===== config.mk =====
export PLATFORM = sky130hd
export DESIGN_NAME = layer_pingpong_arbiter
export DESIGN_NICKNAME = d
export VERILOG_FILES = /design/src/rtl/layer_pingpong_arbiter.sv
export SDC_FILE = /design/constraint.sdc
export NUM_CORES = 1
export LEC_CHECK = 0
export ABC_CLOCK_PERIOD_IN_PS = 1600
export CAP_MARGIN = 5
export CORE_ASPECT_RATIO = 0.9
export CORE_UTILIZATION = 32
export DETAILED_ROUTE_END_ITERATION = 7
export GPL_TIMING_DRIVEN = 0
export PLACE_DENSITY = 0.78
export SLEW_MARGIN = 5
export SYNTH_ARGS = -nofsm -noshare
export SYNTH_HDL_FRONTEND = slang
export SYNTH_SLANG_ARGS = --single-unit

===== constraint.sdc =====
create_clock -name clock -period 1.6 [get_ports clock]
set_input_delay 0.32 -clock clock [delete_from_list [all_inputs] [get_ports clock]]
set_output_delay 0.32 -clock clock [all_outputs]
set_load 0.02 [all_outputs]

===== src/rtl/layer_pingpong_arbiter.sv =====
// Ping-pong owner of two inter-layer feature RAM banks between a producer
// and a consumer layer.
//
// Ports:
//   clock, reset (async, active-low)
//   enable                     : allow new producer frames to start
//   prod_done / cons_done      : one-cycle end-of-frame pulses
//   prod_* / cons_*            : each layer's dual-port address and controls
//   bank0_* / bank1_*          : routed address and controls per bank
//   prod_enable / prod_reset   : producer run enable, active-low layer reset
//   cons_enable / cons_reset   : consumer run enable, active-low layer reset
//   cons_bank_sel              : bank whose q the consumer takes (0 = bank0)
//   frames_done                : completed consumer frames, wrapping
module layer_pingpong_arbiter #(
  parameter int ADDR_WIDTH      = 11,
  parameter int FRAME_CNT_WIDTH = 8
) (
  input  logic                       clock,
  input  logic                       reset,
  input  logic                       enable,
  input  logic                       prod_done,
  input  logic                       cons_done,
  input  logic [ADDR_WIDTH-1:0]      prod_addr_a,
  input  logic [ADDR_WIDTH-1:0]      prod_addr_b,
  input  logic                       prod_rden_a,
  input  logic                       prod_rden_b,
  input  logic                       prod_wren_a,
  input  logic                       prod_wren_b,
  input  logic [ADDR_WIDTH-1:0]      cons_addr_a,
  input  logic [ADDR_WIDTH-1:0]      cons_addr_b,
  input  logic                       cons_rden_a,
  input  logic                       cons_rden_b,
  input  logic                       cons_wren_a,
  input  logic                       cons_wren_b,
  output logic [ADDR_WIDTH-1:0]      bank0_addr_a,
  output logic [ADDR_WIDTH-1:0]      bank0_addr_b,
  output logic [ADDR_WIDTH-1:0]      bank1_addr_a,
  output logic [ADDR_WIDTH-1:0]      bank1_addr_b,
  output logic                       bank0_rden_a,
  output logic                       bank0_rden_b,
  output logic                       bank0_wren_a,
  output logic                       bank0_wren_b,
  output logic                       bank1_rden_a,
  output logic                       bank1_rden_b,
  output logic                       bank1_wren_a,
  output logic                       bank1_wren_b,
  output logic                       prod_enable,
  output logic                       prod_reset,
  output logic                       cons_enable,
  output logic                       cons_reset,
  output logic                       cons_bank_sel,
  output logic [FRAME_CNT_WIDTH-1:0] frames_done
);

  typedef enum logic [1:0] {
    P_IDLE,
    P_RST,
    P_RUN
  } p_state_t;

  typedef enum logic [1:0] {
    C_IDLE,
    C_RST,
    C_RUN
  } c_state_t;

  localparam int BW = 2 * ADDR_WIDTH + 4;

  p_state_t   p_state;
  c_state_t   c_state;
  logic [1:0] full;
  logic [1:0] full_nxt;
  logic       prod_bank;
  logic       cons_bank;
  logic       prod_fin;
  logic       cons_fin;

  assign prod_fin = (p_state == P_RUN) && prod_done;
  assign cons_fin = (c_state == C_RUN) && cons_done;

  // The two finishing layers always own different banks, so the
  // set and the clear never hit the same bit.
  always_comb begin
    full_nxt = full;
    if (cons_fin) full_nxt[cons_bank] = 1'b0;
    if (prod_fin) full_nxt[prod_bank] = 1'b1;
  end

  always_ff @(posedge clock or negedge reset) begin
    if (!reset) full <= 2'b00;
    else        full <= full_nxt;
  end

  always_ff @(posedge clock or negedge reset) begin
    if (!reset) begin
      p_state     <= P_IDLE;
      prod_bank   <= 1'b0;
      prod_enable <= 1'b0;
      prod_reset  <= 1'b0;
    end else begin
      unique case (p_state)
        P_IDLE: begin
          prod_enable <= 1'b0;
          if (enable && !full[prod_bank]) begin
            p_state    <= P_RST;
            prod_reset <= 1'b0;
          end else begin
            prod_reset <= 1'b1;
          end
        end
        P_RST: begin
          p_state     <= P_RUN;
          prod_enable <= 1'b1;
          prod_reset  <= 1'b1;
        end
        P_RUN: begin
          if (prod_done) begin
            p_state     <= P_IDLE;
            prod_enable <= 1'b0;
            prod_bank   <= ~prod_bank;
          end
        end
        default: begin
          p_state     <= P_IDLE;
          prod_enable <= 1'b0;
          prod_reset  <= 1'b1;
        end
      endcase
    end
  end

  always_ff @(posedge clock or negedge reset) begin
    if (!reset) begin
      c_state     <= C_IDLE;
      cons_bank   <= 1'b0;
      cons_enable <= 1'b0;
      cons_reset  <= 1'b0;
      frames_done <= '0;
    end else begin
      unique case (c_state)
        C_IDLE: begin
          cons_enable <= 1'b0;
          if (full[cons_bank]) begin
            c_state    <= C_RST;
            cons_reset <= 1'b0;
          end else begin
            cons_reset <= 1'b1;
          end
        end
        C_RST: begin
          c_state     <= C_RUN;
          cons_enable <= 1'b1;
          cons_reset  <= 1'b1;
        end
        C_RUN: begin
          if (cons_done) begin
            c_state     <= C_IDLE;
            cons_enable <= 1'b0;
            cons_bank   <= ~cons_bank;
            frames_done <= frames_done + 1'b1;
          end
        end
        default: begin
          c_state     <= C_IDLE;
          cons_enable <= 1'b0;
          cons_reset  <= 1'b1;
        end
      endcase
    end
  end

  assign cons_bank_sel = cons_bank;

  logic [BW-1:0] prod_bus;
  logic [BW-1:0] cons_bus;
  logic [BW-1:0] bank0_bus;
  logic [BW-1:0] bank1_bus;
  logic          p_own0, p_own1;
  logic          c_own0, c_own1;

  assign prod_bus = {prod_addr_a, prod_addr_b,
                     prod_rden_a, prod_rden_b,
                     prod_wren_a, prod_wren_b};
  assign cons_bus = {cons_addr_a, cons_addr_b,
                     cons_rden_a, cons_rden_b,
                     cons_wren_a, cons_wren_b};

  // prod_enable / cons_enable are high exactly in the RUN states.
  assign p_own0 = prod_enable && !prod_bank;
  assign p_own1 = prod_enable &&  prod_bank;
  assign c_own0 = cons_enable && !cons_bank;
  assign c_own1 = cons_enable &&  cons_bank;

  always_comb begin
    bank0_bus = '0;
    unique case (1'b1)
      p_own0:  bank0_bus = prod_bus;
      c_own0:  bank0_bus = cons_bus;
      default: bank0_bus = '0;
    endcase
  end

  always_comb begin
    bank1_bus = '0;
    unique case (1'b1)
      p_own1:  bank1_bus = prod_bus;
      c_own1:  bank1_bus = cons_bus;
      default: bank1_bus = '0;
    endcase
  end

  assign {bank0_addr_a, bank0_addr_b,
          bank0_rden_a, bank0_rden_b,
          bank0_wren_a, bank0_wren_b} = bank0_bus;
  assign {bank1_addr_a, bank1_addr_b,
          bank1_rden_a, bank1_rden_b,
          bank1_wren_a, bank1_wren_b} = bank1_bus;

`ifndef SYNTHESIS
  always @(posedge clock) begin
    if (reset) begin
      assert (!(prod_enable && cons_enable &&
                prod_bank == cons_bank))
        else $error("both layers own bank %0d", prod_bank);
    end
  end
`endif

endmodule


==> results of run 1 <==
==> through the flow <==
step,cell area (um2),power (mW),instances
floorplan,1410,2.56,139
global placement,2690,3.93,320
detailed placement,2690,3.95,320
CTS,2870,4.62,330
global route,2970,5.02,332
finish,2970,4.76,332
==> cell families after synthesis <==
kind of cell             synth area share
multiplexers                       0.0142
AND/OR/NAND/NOR                     0.148
flip-flops                          0.356
AO/OA/AOI/OAI                       0.352
XOR/XNOR                           0.0560
buffers and inverters              0.0649
adder cells (fa/ha/maj)           0.00889
==> area by class of cell <==
| class | instances | area share |
|---|---|---|
| repair buffers | 131 | 0.463 |
| multi-input cells | 108 | 0.286 |
| flip-flops and latches | 20 | 0.169 |
| plain buffers | 9 | 0.0379 |
| well taps | 60 | 0.0253 |
| clock buffers | 4 | 0.0185 |
==> critical path: cells and delay by family, from the launching register on <==
| family | cells | cell delay (ps) |
|---|---|---|
| DFF | 1 | 450 |
| buffers and inverters | 2 | 270 |
| AOI/OAI and AO/OA | 1 | 240 |
| and+or+nand+nor | 1 | 190 |
==> registers in the layout, indices dropped and copies added, names as in the netlist <==
signal         count
c_state            2
cons_bank_sel      1
cons_enable        1
cons_reset         1
frames_done        8
full               2
p_state            2
prod_bank          1
prod_enable        1
prod_reset         1
==> routing by layer <==
metal  GRT usage  up-vias
met5           0        -
met3      0.0233       10
met4      0.0637        0
li1            -      811
met1       0.259      781
met2       0.377       75
==> power breakdown <==
group          internal (mW)  switching, mW
Sequential             0.697          0.208
Combinational           1.84           1.64
Clock                  0.218          0.149
==> worst paths after layout <==
path                                               to  slack, ps  depth (start not counted)                        from
max                                   bank1_addr_a[4]       -130                          4       prod_bank$_DFFE_PN0P_
min                        frames_done[7]$_DFFE_PN0N_        470                          1  frames_done[7]$_DFFE_PN0N_
max reg2reg                frames_done[7]$_DFFE_PN0N_        410                          3      c_state[0]$_DFFE_PN0P_
min reg2reg                frames_done[7]$_DFFE_PN0N_        470                          1  frames_done[7]$_DFFE_PN0N_
max in group asynchronous       prod_bank$_DFFE_PN0P_        460                          1                       reset
min in group asynchronous  frames_done[2]$_DFFE_PN0N_        550                          1                       reset
==> cells in the final DEF, fill, tap and decap left out, types with 4 or more instances in the layout <==
cell / n
o21ai_0: 6
nand2_1: 9
xor2_1: 5
clkdlybuf4s50_1: 59
buf_4: 5
buf_6: 59
clkbuf_8: 4
nor2_1: 7
xnor2_1: 4
dfrtp_1: 18
nand2b_1: 4
a22o_1: 52
dlygate4sd2_1: 8
==> repair_timing <==
action | CTS | global route
setup buffers | 5 | 1
pin swaps | 10 | 8
gates cloned | 4 | 1
endpoints found under the setup margin | 58 | 54
resized for setup | 327 | 21
==> flow_metrics.env, run 1 <==
export IMPL_status="finished with violations"
export IMPL_violations="negative setup slack"
export IMPL_drive_above_1_share=0.320
export IMPL_synth_most_common_cell="a22o_1"
export IMPL_post_route_drc_count=0
export IMPL_finalWorstSetupSlack_ps=-127
export IMPL_die_w_um=71.9
export IMPL_cts_num_sinks=20
export IMPL_crit_fanout=10
export IMPL_final_hold_viol_count=0
export IMPL_fill_cells=337
export IMPL_ys_warnings_count=0
export IMPL_layout_area_seq_um2=503
export IMPL_crit_chain="and2_4 -> buf_8 -> a22o_1 -> buf_6"
export IMPL_pre_cts_ws_ps=-516
export IMPL_synthesis_area_per_instance_um2=10.1
export IMPL_layout_nets=331
export IMPL_grt_ovfl_total=0
export IMPL_clock_latency_on_the_worst_skew_pair_ps=250
export IMPL_timing_hold_ws_ps=472
export IMPL_grt_start_max_net_pins=21
export IMPL_cts_buffers_inserted=3
export IMPL_number_of_antenna_repair_diodes=0
export IMPL_drt_iter0_drc=58
export IMPL_netlist_area_leader_share=0.356
export IMPL_synth_seq_cells=20
export IMPL_worst_pin_slew_ps=854
export IMPL_area_delta_synth_final_pct=111
export IMPL_grt_pass1_vias=1561
export IMPL_detailroute_wirelength_met2_um=2500
export IMPL_cell_types_occupying_the_most_area_after_synthesis="dfrtp_1, a22o_1, xor2_1"
export IMPL_worst_setup_hold_path_clk_slew_ps=70
export IMPL_synth_largest_area_cell="dfrtp_1"
export IMPL_slew_limit_headroom=0.429
export IMPL_dp_hpwl_um=3750
export IMPL_fmax_mhz=579
export IMPL_clk_root_buffer_cell="clkbuf_8"
export IMPL_drt_wl_total_um=5000
export IMPL_routed_via_count=1677
export IMPL_tritoncts="done"
export IMPL_met3_length_um=253
export IMPL_finalSetupViolations=45
export IMPL_power_leakage_nw=1.39
export IMPL_placement_rows=22
export IMPL_hp_class="flop to flop"
export IMPL_die_h_um=64.9
export IMPL_multi_input_comb_area_um2=850
export IMPL_cts_path_max_buffers=2
export IMPL_syn_nets=197
export IMPL_timing_critical_path_to_type="output pin"
export IMPL_top_signal_layer_used="met4"
export IMPL_final_min_period_over_clock_period=1.08
export IMPL_post_route_min_period_ps=1730
export IMPL_power_density_nw_per_um2=1600
export IMPL_mappedNetlistArea_um2=1410
export IMPL_worstSetupStartpointType="flop"
export IMPL_floorplan_initialDensity=0.339
export IMPL_setup_tns_final_ps=-4370
export IMPL_clock_skew_ps=2.26
export IMPL_worst_ep_required_time_ps=1280
export IMPL_ys_async_sr_fraction=1.00
export IMPL_gp_congestion=0.780
export IMPL_slowest_delay_ps=450
export IMPL_wire_length_of_the_first_global_routing_pass_um=7710
export IMPL_synthCells=139
export IMPL_fp_coreArea_um2=4160
export IMPL_endpoint_arrival_time_on_the_critical_path_ps=1410
export IMPL_final_core_util=0.715
export IMPL_grt_antenna_before_repair=0
export IMPL_post_synth_most_frequent_cells="a22o_1, dfrtp_1, nand2_1"
export IMPL_design_portCount=122
export IMPL_grt_total_usage=0.209
export IMPL_synth_cell_type_count=26
export IMPL_post_cts_hold_buffer_count=0
export IMPL_vdd_ir_drop_max_uv=994
export IMPL_detail_route_wl_per_cell_um=15.1
export IMPL_area_enclosed_by_the_die_boundary_um2=4670
export IMPL_drt_first_pass_iters=4
export IMPL_grt_setup_unrepaired="yes"
export IMPL_criticalPathCategory="flop to output pin"
export IMPL_ant_nets=0
export IMPL_maxCapViolCount=0
export IMPL_post_drt_via_cell_ratio=5.05
export IMPL_final_max_slew_violation_count=0
export IMPL_htree_levels=1
export IMPL_critPathSlowestCell="dfrtp_2"
export IMPL_synth_edff_count=0
export IMPL_number_of_port_buffers=121
export IMPL_yosysSeqAreaShare=0.356
export IMPL_ys_flop_type="dfrtp_1"
export IMPL_wl_met1_um=2140
Power figures use the tool's default switching activity.
==> inputs of run 2 (changes only) <==
Settings changed: CORE_ASPECT_RATIO 0.9 to 0.7.
==> flow_metrics.env, run 2 (synthesized netlist as in run 1, its figures left out) <==
export IMPL_die_w_um=81.3
export IMPL_placement_rows=19
export IMPL_grt_total_usage=0.243
export IMPL_cts_buffers_inserted=3
export IMPL_crit_chain="and2_4 -> buf_6 -> buf_6 -> a22o_1 -> buf_6"
export IMPL_hp_class="flop to flop"
export IMPL_grt_pass1_vias=1660
export IMPL_vdd_ir_drop_max_uv=1080
export IMPL_critical_path_startpoint="prod_bank$_DFFE_PN0P_"
export IMPL_number_of_port_buffers=121
export IMPL_violations="negative setup slack"
export IMPL_drt_iter0_drc=65
export IMPL_cts_path_max_buffers=2
export IMPL_drt_wl_total_um=6010
export IMPL_drive_above_1_share=0.331
export IMPL_finalSetupViolations=50
export IMPL_design_portCount=122
export IMPL_area_delta_synth_final_pct=112
export IMPL_finalWorstSetupSlack_ps=-181
export IMPL_endpoint_arrival_time_on_the_critical_path_ps=1460
export IMPL_critPathSlowestCell="dfrtp_2"
export IMPL_timing_critical_path_max_delay_family="flip-flops"
export IMPL_cts_num_sinks=20
export IMPL_worst_ep_required_time_ps=1280
export IMPL_post_route_drc_count=0
export IMPL_clk_root_buffer_cell="clkbuf_8"
export IMPL_timing_critical_path_to_type="output pin"
export IMPL_ant_nets=0
export IMPL_fin_total_pwr_mw=4.83
export IMPL_layout_nets=338
export IMPL_largest_register="frames_done"
export IMPL_grt_setup_unrepaired="yes"
export IMPL_fp_coreArea_um2=4070
export IMPL_maxCapViolCount=0
export IMPL_post_drt_via_cell_ratio=5.32
export IMPL_clock_latency_on_the_worst_skew_pair_ps=250
export IMPL_routed_via_count=1754
export IMPL_largest_register_ffs=8
export IMPL_grt_antenna_before_repair=0
export IMPL_most_common_layout_cells="buf_6, clkdlybuf4s50_1, a22o_1"
export IMPL_status="finished with violations"
export IMPL_area_enclosed_by_the_die_boundary_um2=4670
export IMPL_worst_pin_slew_ps=837
export IMPL_fmax_mhz=562
export IMPL_gp_congestion=0.795
export IMPL_pre_cts_ws_ps=-545
export IMPL_post_route_min_period_ps=1780
export IMPL_detail_route_wl_per_cell_um=18.2
export IMPL_slew_limit_headroom=0.440
export IMPL_final_min_period_over_clock_period=1.11
export IMPL_slowest_delay_ps=440
export IMPL_die_h_um=57.5
export IMPL_grt_ovfl_total=0
export IMPL_grt_start_max_net_pins=21
export IMPL_worst_hold_startpoint="frames_done[7]$_DFFE_PN0N_"
export IMPL_clock_skew_ps=0.845
export IMPL_cp_num_buf_inv=3
export IMPL_final_core_util=0.736
export IMPL_criticalPathCategory="flop to output pin"
export IMPL_final_hold_viol_count=0
export IMPL_wire_length_of_the_first_global_routing_pass_um=8510
export IMPL_placedInstanceArea_um2=2680
export IMPL_cpMostUsedCell="buf_6"
export IMPL_power_density_nw_per_um2=1620
export IMPL_timing_hold_ws_ps=471
export IMPL_finish_instance_area_um2=2990
export IMPL_worstSetupStartpointType="flop"
export IMPL_commonest_non_fill_non_tap_cell_in_the_layout="buf_6"
export IMPL_regToRegStartpoint="c_state[0]$_DFFE_PN0P_"
export IMPL_power_leakage_nw=1.42
export IMPL_number_of_antenna_repair_diodes=0
export IMPL_drt_first_pass_iters=4
export IMPL_dp_hpwl_um=4310
export IMPL_worst_setup_hold_path_clk_slew_ps=70
export IMPL_htree_levels=1
export IMPL_crit_fanout=6
export IMPL_final_max_slew_violation_count=0
export IMPL_tritoncts="done"
export IMPL_floorplan_initialDensity=0.346
==> run 2: report_power, final <==
part / internal, mW / total (mW) / switching [mW] / leakage, nW
Sequential: 0.698 / 0.886 / 0.189 / 0.250
Combinational: 1.90 / 3.63 / 1.73 / 1.15
Clock: 0.167 / 0.318 / 0.151 / 0.0216
Total: 2.76 / 4.83 / 2.07 / 1.42
==> run 2: final cells by class <==
cell class | instances | area (um2)
well taps | 52 | 65.1
repair buffers | 137 | 1420
plain buffers | 11 | 128
fillers | 305 | 1070
clock buffers | 3 | 41.3
multi-input cells | 107 | 833
flip-flops and latches | 20 | 503
==> run 2: routing by layer <==
metal,global-route usage,routed length (um),share of wire,vias up
met4,0.0791,117,0.019,0
met1,0.318,2560,0.43,836
li1,-,-,-,818
met3,0.0528,557,0.093,14
met5,0,0,0,-
met2,0.399,2780,0.46,86
==> run 2: repair_timing <==
item / 4_1_cts / 5_1_grt
pin swaps: 31 / 16
resized for setup: 328 / 23
endpoints found under the setup margin: 58 / 54
cloned: 6 / 1
buffers inserted: 6 / 3
hold buffers: 0 / 0
==> run 2: path summary, 6_finish.rpt <==
kind,endpoint,slack [ps],cells past startpoint
max,bank1_addr_a[8],-180,5
min,frames_done[7]$_DFFE_PN0N_,470,1
max reg2reg,frames_done[7]$_DFFE_PN0N_,370,3
min reg2reg,frames_done[7]$_DFFE_PN0N_,470,1
max in group asynchronous,prod_bank$_DFFE_PN0P_,480,1
min in group asynchronous,p_state[1]$_DFFE_PN0P_,550,1
==> run 2: through the flow <==
stage | TNS [ps] | std cells
after floorplan | 0 | 139
after global placement | -21570 | 312
after detailed placement | -21970 | 312
after CTS | -6650 | 326
after global routing | -8150 | 330
final | -6830 | 330
==> RTL edit 1, RTL diff (flow settings as in run 1) <==
Encoding of `c_state_t`: now one-hot (3 bits for 3 states).
--- a/src/rtl/layer_pingpong_arbiter.sv
+++ b/src/rtl/layer_pingpong_arbiter.sv
@@ -59,8 +59,8 @@
   } p_state_t;
 
-  typedef enum logic [1:0] {
-    C_IDLE,
-    C_RST,
-    C_RUN
+  typedef enum logic [2:0] {
+    C_IDLE = 3'b001,
+    C_RST  = 3'b010,
+    C_RUN  = 3'b100
   } c_state_t;
 
Check against the original RTL: no difference found for any inputs over 10 cycles, from zero or initial values and one cycle with reset low; not proved beyond that.
==> RTL edit 1 against run 1 <==
The flow still finishes with violations (setup timing). Non-clock buffer count rose by 10. Clock power fell by 7.1%. Count of clock-buffer cells in the layout fell by 1. Worst setup slack got worse by 0.044 ns. Final cell count rose by 3.3%. Total power fell by 21%. Core utilization rose by 0.28 points. Area after synthesis rose by 2.2%. Sequential share of layout area rose by 0.70 points. Design area rose by 1.1%. Sequential cell count rose by 1. Wire length rose by 21%. Largest power group unchanged. Highest routed layer unchanged.
==> RTL edit 1: results (changes against run 1) <==
The data arrival time of the critical path is 1.45 ns (was 1.41 ns). The total instance count after detailed placement came out at 323 (was 320). The sequential share of power came out at 23.8% (was 19.0%).

The global-route wire length before repair came out at 8300 um (was 7710 um). The total area of sequential cells came to 529 um^2 (was 503 um^2). The fill cell total of the finished layout came out at 338 (was 337). The worst max-slew margin expressed relative to the limit was 39.2% (was 42.9%). The maximum fanout encountered on the critical timing path was 9 (was 10). The net count of the finished layout came out at 342 (was 331). Most instantiated cells after synthesis: a22o_1 (52), dfrtp_1 (20), buf_2 (12), nand2_1 (8) (was a22o_1 (52), dfrtp_1 (20), nand2_1 (9), nor2_1 (7), o21ai_0 (6)). The worst path setup slack after routing is -0.172 ns (was -0.127 ns). The net load switching power is 1.54 mW (was 2.00 mW). The per-cell via count in the routed design came out at 5.21 (was 5.05). Top area cells in the synthesized netlist: dfrtp_1 (35%), a22o_1 (32%), buf_2 (4.2%), xnor2_1 (3.0%), xor2_1 (2.4%) (was dfrtp_1 (36%), a22o_1 (32%), xor2_1 (3.1%), buf_4 (2.7%), xnor2_1 (2.5%)). The count of buffers added by post-CTS timing repair for setup is 7 (was 5).

Violated checks: setup timing (unchanged). The quantity of gates resized following cts came out at 292 (was 327). The share of final layout cell area taken by clock buffers and inverters is 1.54% (was 1.85%). The count of non-filler cells in the finished layout is 343 (was 332).

The worst reg2reg path startpoint is c_state[1]$_DFFE_PN0P_ (was c_state[0]$_DFFE_PN0P_). The multi-input gate area in the final layout is 861 um^2 (was 850 um^2). The share of cells above drive strength 1 is 33.6% (was 32.0%). The placed wire-length estimate came out at 4350 um (was 3750 um). The synthesized netlist cell count is 142 (was 139).

The worst slack on hold paths is 0.477 ns (was 0.472 ns). The flop-to-flop setup slack is 0.27 ns (was 0.41 ns). The number of clock buffers in the layout came to 3 (was 4).

The count of different cell masters after synthesis is 29 (was 26). The post-synth net total came to 200 (was 197). The sequential area share after synthesis came to 36.6% (was 35.6%).

The count of endpoints failing setup in the final report came out at 52 (was 45). The combined global-route utilization of all metal layers is 22.8% (was 20.9%). The violation count after the first detailed-route iteration came to 72 (was 58). The final setup skew came to 0.00609 ns (was 0.00226 ns). Run status: finished with violations (unchanged). The clock group power is 342 uW (was 368 uW). The final estimated routing congestion in global placement is 0.782 (was 0.780). The timing startpoint of the critical path is prod_bank$_DFFE_PN0P_ (unchanged). The total leakage power is 1.44 nW (was 1.39 nW). The post-synthesis register bit count came out at 21 (was 20).

The share of flip-flops with an asynchronous set or reset after synthesis was 100% (unchanged). The endpoint of the worst setup timing path is bank1_addr_a[10] (was bank1_addr_a[4]). The final-layout non-clock buffer area share came to 49.6% (was 50.1%). The number of ordinary and repair buffers in the finished layout is 150 (was 140). The peak supply drop is 0.816 mV (was 0.994 mV). The final routed wirelength across all metal layers came out at 6070 um (was 5000 um). The via count of the first global-routing pass was 1,567 (was 1,561). The number of cell instances on the worst register-to-register path is 4 (was 3).
[RTL edit 1: stage by stage]
stage / setup WS [ns] / total power, mW / cell area, um^2
floorplan: 0.00907 / 2.03 / 1440
global placement: -0.555 / 3.05 / 2730
detailed placement: -0.564 / 3.09 / 2730
CTS: -0.158 / 3.48 / 2770
global route: -0.214 / 3.93 / 3000
finish: -0.172 / 3.74 / 3000
[RTL edit 1: cell families (layout without fill, tap and decap cells)]
logic type / Yosys count / after routing / synth area share, %
buffers and inverters: 13 / 154 / 4.96
AOI/OAI and AO/OA: 60 / 60 / 35.0
adders and majority gates: 1 / 1 / 0.869
muxes: 2 / 2 / 1.39
xor gates and xnor gates: 9 / 9 / 5.48
and+or+nand+nor: 36 / 36 / 15.7
DFF: 21 / 21 / 36.6
[RTL edit 1: routing by layer]
metal / routed length [um] / vias up / GRT usage (%)
li1: - / 847 / -
met1: 2510 / 858 / 27.7
met2: 2980 / 73 / 39.1
met3: 508 / 10 / 5.06
met4: 74 / 0 / 8.58
met5: 0 / - / 0
==> RTL edit 2, RTL diff (config.mk and constraints of run 1) <==
Made on the original files. `ADDR_WIDTH`: 11 -> 10.
--- a/src/rtl/layer_pingpong_arbiter.sv
+++ b/src/rtl/layer_pingpong_arbiter.sv
@@ -13,5 +13,5 @@
 //   frames_done                : completed consumer frames, wrapping
 module layer_pingpong_arbiter #(
-  parameter int ADDR_WIDTH      = 11,
+  parameter int ADDR_WIDTH      = 10,
   parameter int FRAME_CNT_WIDTH = 8
 ) (
Ports: changed (8 resized); port bits go from 122 to 114. No check against the original RTL was run, so the function may have changed too.
==> RTL edit 2 against run 1 <==
Wire length down 1.9%. Sequential cell count unchanged. Core utilization down 2.4 points. Register-to-register slack about the same. Non-clock buffer count down 6. The flow finishes with violations (DRC, setup timing). Design area down 4.7%. Worst setup slack worse by 0.0098 ns. Clock skew about the same. Combinational power down 5%. Sequential power down 2.8%. Area after synthesis down 2.3%. Synthesized cell count down 2.9%. Total power down 4.0%. Largest power group unchanged.
==> RTL edit 2: results (changes against run 1) <==
Run status: finished with violations (unchanged). Violated checks: DRC, setup timing (was setup timing). Top area cells in the synthesized netlist: dfrtp_1 (36%), a22o_1 (31%), buf_6 (3.3%), xor2_1 (3.2%), xnor2_1 (2.5%) (was dfrtp_1 (36%), a22o_1 (32%), xor2_1 (3.1%), buf_4 (2.7%), xnor2_1 (2.5%)). The worst path setup slack after routing is -0.137 ns (was -0.127 ns). The quantity of gates resized following cts came to 271 (was 327). The placed wire-length estimate came out at 3670 um (was 3750 um).

The count of different cell masters after synthesis is 28 (was 26). The count of endpoints failing setup in the final report is 43 (was 45). The global-route wire length before repair was 7330 um (was 7710 um). The total leakage power came out at 1.34 nW (was 1.39 nW). The maximum fanout encountered on the critical timing path came out at 8 (was 10). The met3 global-route usage came out at 3.00% (was 2.33%). The uppermost signal routing layer after detailed routing is met4 (unchanged). The relative area change from synthesis to final layout is 106% (was 111%).

The area share of the leading cell type in the synthesized netlist came out at 36.4% (was 35.6%). The met2 track utilization from global routing is 35.5% (was 37.7%). The final routed wirelength across all metal layers is 4910 um (was 5000 um). The post-place setup slack is -0.526 ns (was -0.516 ns). The length of routed wiring on met1 came out at 1990 um (was 2140 um). The violation count after the first detailed-route iteration was 65 (was 58). The met1 usage is 25.9% (about the same). The clock group power is 379 uW (was 368 uW). The final setup skew came out at 0.00246 ns (was 0.00226 ns). The share of cells above drive strength 1 is 32.2% (was 32.0%).

The sum of negative setup slack is -3.48 ns (was -4.37 ns). The fill cell total of the finished layout is 325 (was 337). The post-synthesis area per instance was 10.2 um^2 (was 10.1 um^2). The met2 wire length is 2470 um (was 2500 um). The total via count after detailed routing came out at 1,580 (was 1,677).

The final estimated routing congestion in global placement came out at 0.739 (was 0.780). The number of remaining DRC errors is 11 (was 0). The sum of met3 wire segment lengths after detailed routing came out at 364 um (was 253 um). The sequential area share after synthesis came out at 36.4% (was 35.6%).

The number of buffers inserted by port buffering is 113 (was 121). The per-cell via count in the routed design is 5.11 (was 5.05). The net count of the finished layout came out at 316 (was 331).

The post-synth net total came to 189 (was 197). The peak supply drop came to 1.01 mV (was 0.994 mV). The via count of the first global-routing pass is 1,448 (was 1,561). The switching part of the total power came out at 41.6% (was 42.0%). Most instantiated cells after synthesis: a22o_1 (48), dfrtp_1 (20), nand2_1 (9), nor2_1 (7), o21ai_0 (6) (was a22o_1 (52), dfrtp_1 (20), nand2_1 (9), nor2_1 (7), o21ai_0 (6)). The worst max-slew margin expressed relative to the limit came out at 43.0% (was 42.9%).
==> RTL edit 2: cell types whose count changed after synthesis, sizes merged <==
cell	run 1	this run
a22o	52	48
clkbuf	0	2
buf	12	10
==> RTL edit 2: cell families (layout without fill, tap and decap cells) <==
logic type	count (synthesis)	after routing	synth area share [%]
adder cells (fa/ha/maj)	1	1	0.910
XOR/XNOR	9	9	5.73
AO/OA/AOI/OAI	55	55	33.5
AND/OR/NAND/NOR	36	36	15.2
flip-flops	20	20	36.4
multiplexers	2	2	1.46
buffers and inverters	12	138	6.82
==> RTL edit 2: path summary, 6_finish.rpt <==
| check | from | to | slack [ns] | depth (start not counted) |
|---|---|---|---|---|
| min reg2reg | frames_done[7]$_DFFE_PN0N_ | frames_done[7]$_DFFE_PN0N_ | 0.48 | 1 |
| max in group asynchronous | reset | cons_bank_sel$_DFFE_PN0N_ | 0.47 | 1 |
| min | frames_done[7]$_DFFE_PN0N_ | frames_done[7]$_DFFE_PN0N_ | 0.48 | 1 |
| max | prod_enable$_DFFE_PN0P_ | bank0_addr_b[2] | -0.14 | 5 |
| max reg2reg | c_state[0]$_DFFE_PN0P_ | frames_done[7]$_DFFE_PN0N_ | 0.41 | 3 |
| min in group asynchronous | reset | frames_done[0]$_DFFE_PN0N_ | 0.55 | 1 |
==> RTL edit 2: critical path, stage by stage, from the launching register on <==
cell and delay [ns]:
dfrtp_1 0.39, nor2b_4 0.13, buf_8 0.14, clkbuf_16 0.15
a22o_1 0.19, buf_2 0.16
==> RTL edit 2: area by class of cell <==
cell class              instances  area share (%)
multi-input cells             103            28.3
flip-flops and latches         20            17.8
plain buffers                   9            3.98
repair buffers                125            45.9
clock buffers                   4            1.94
well taps                      48            2.12
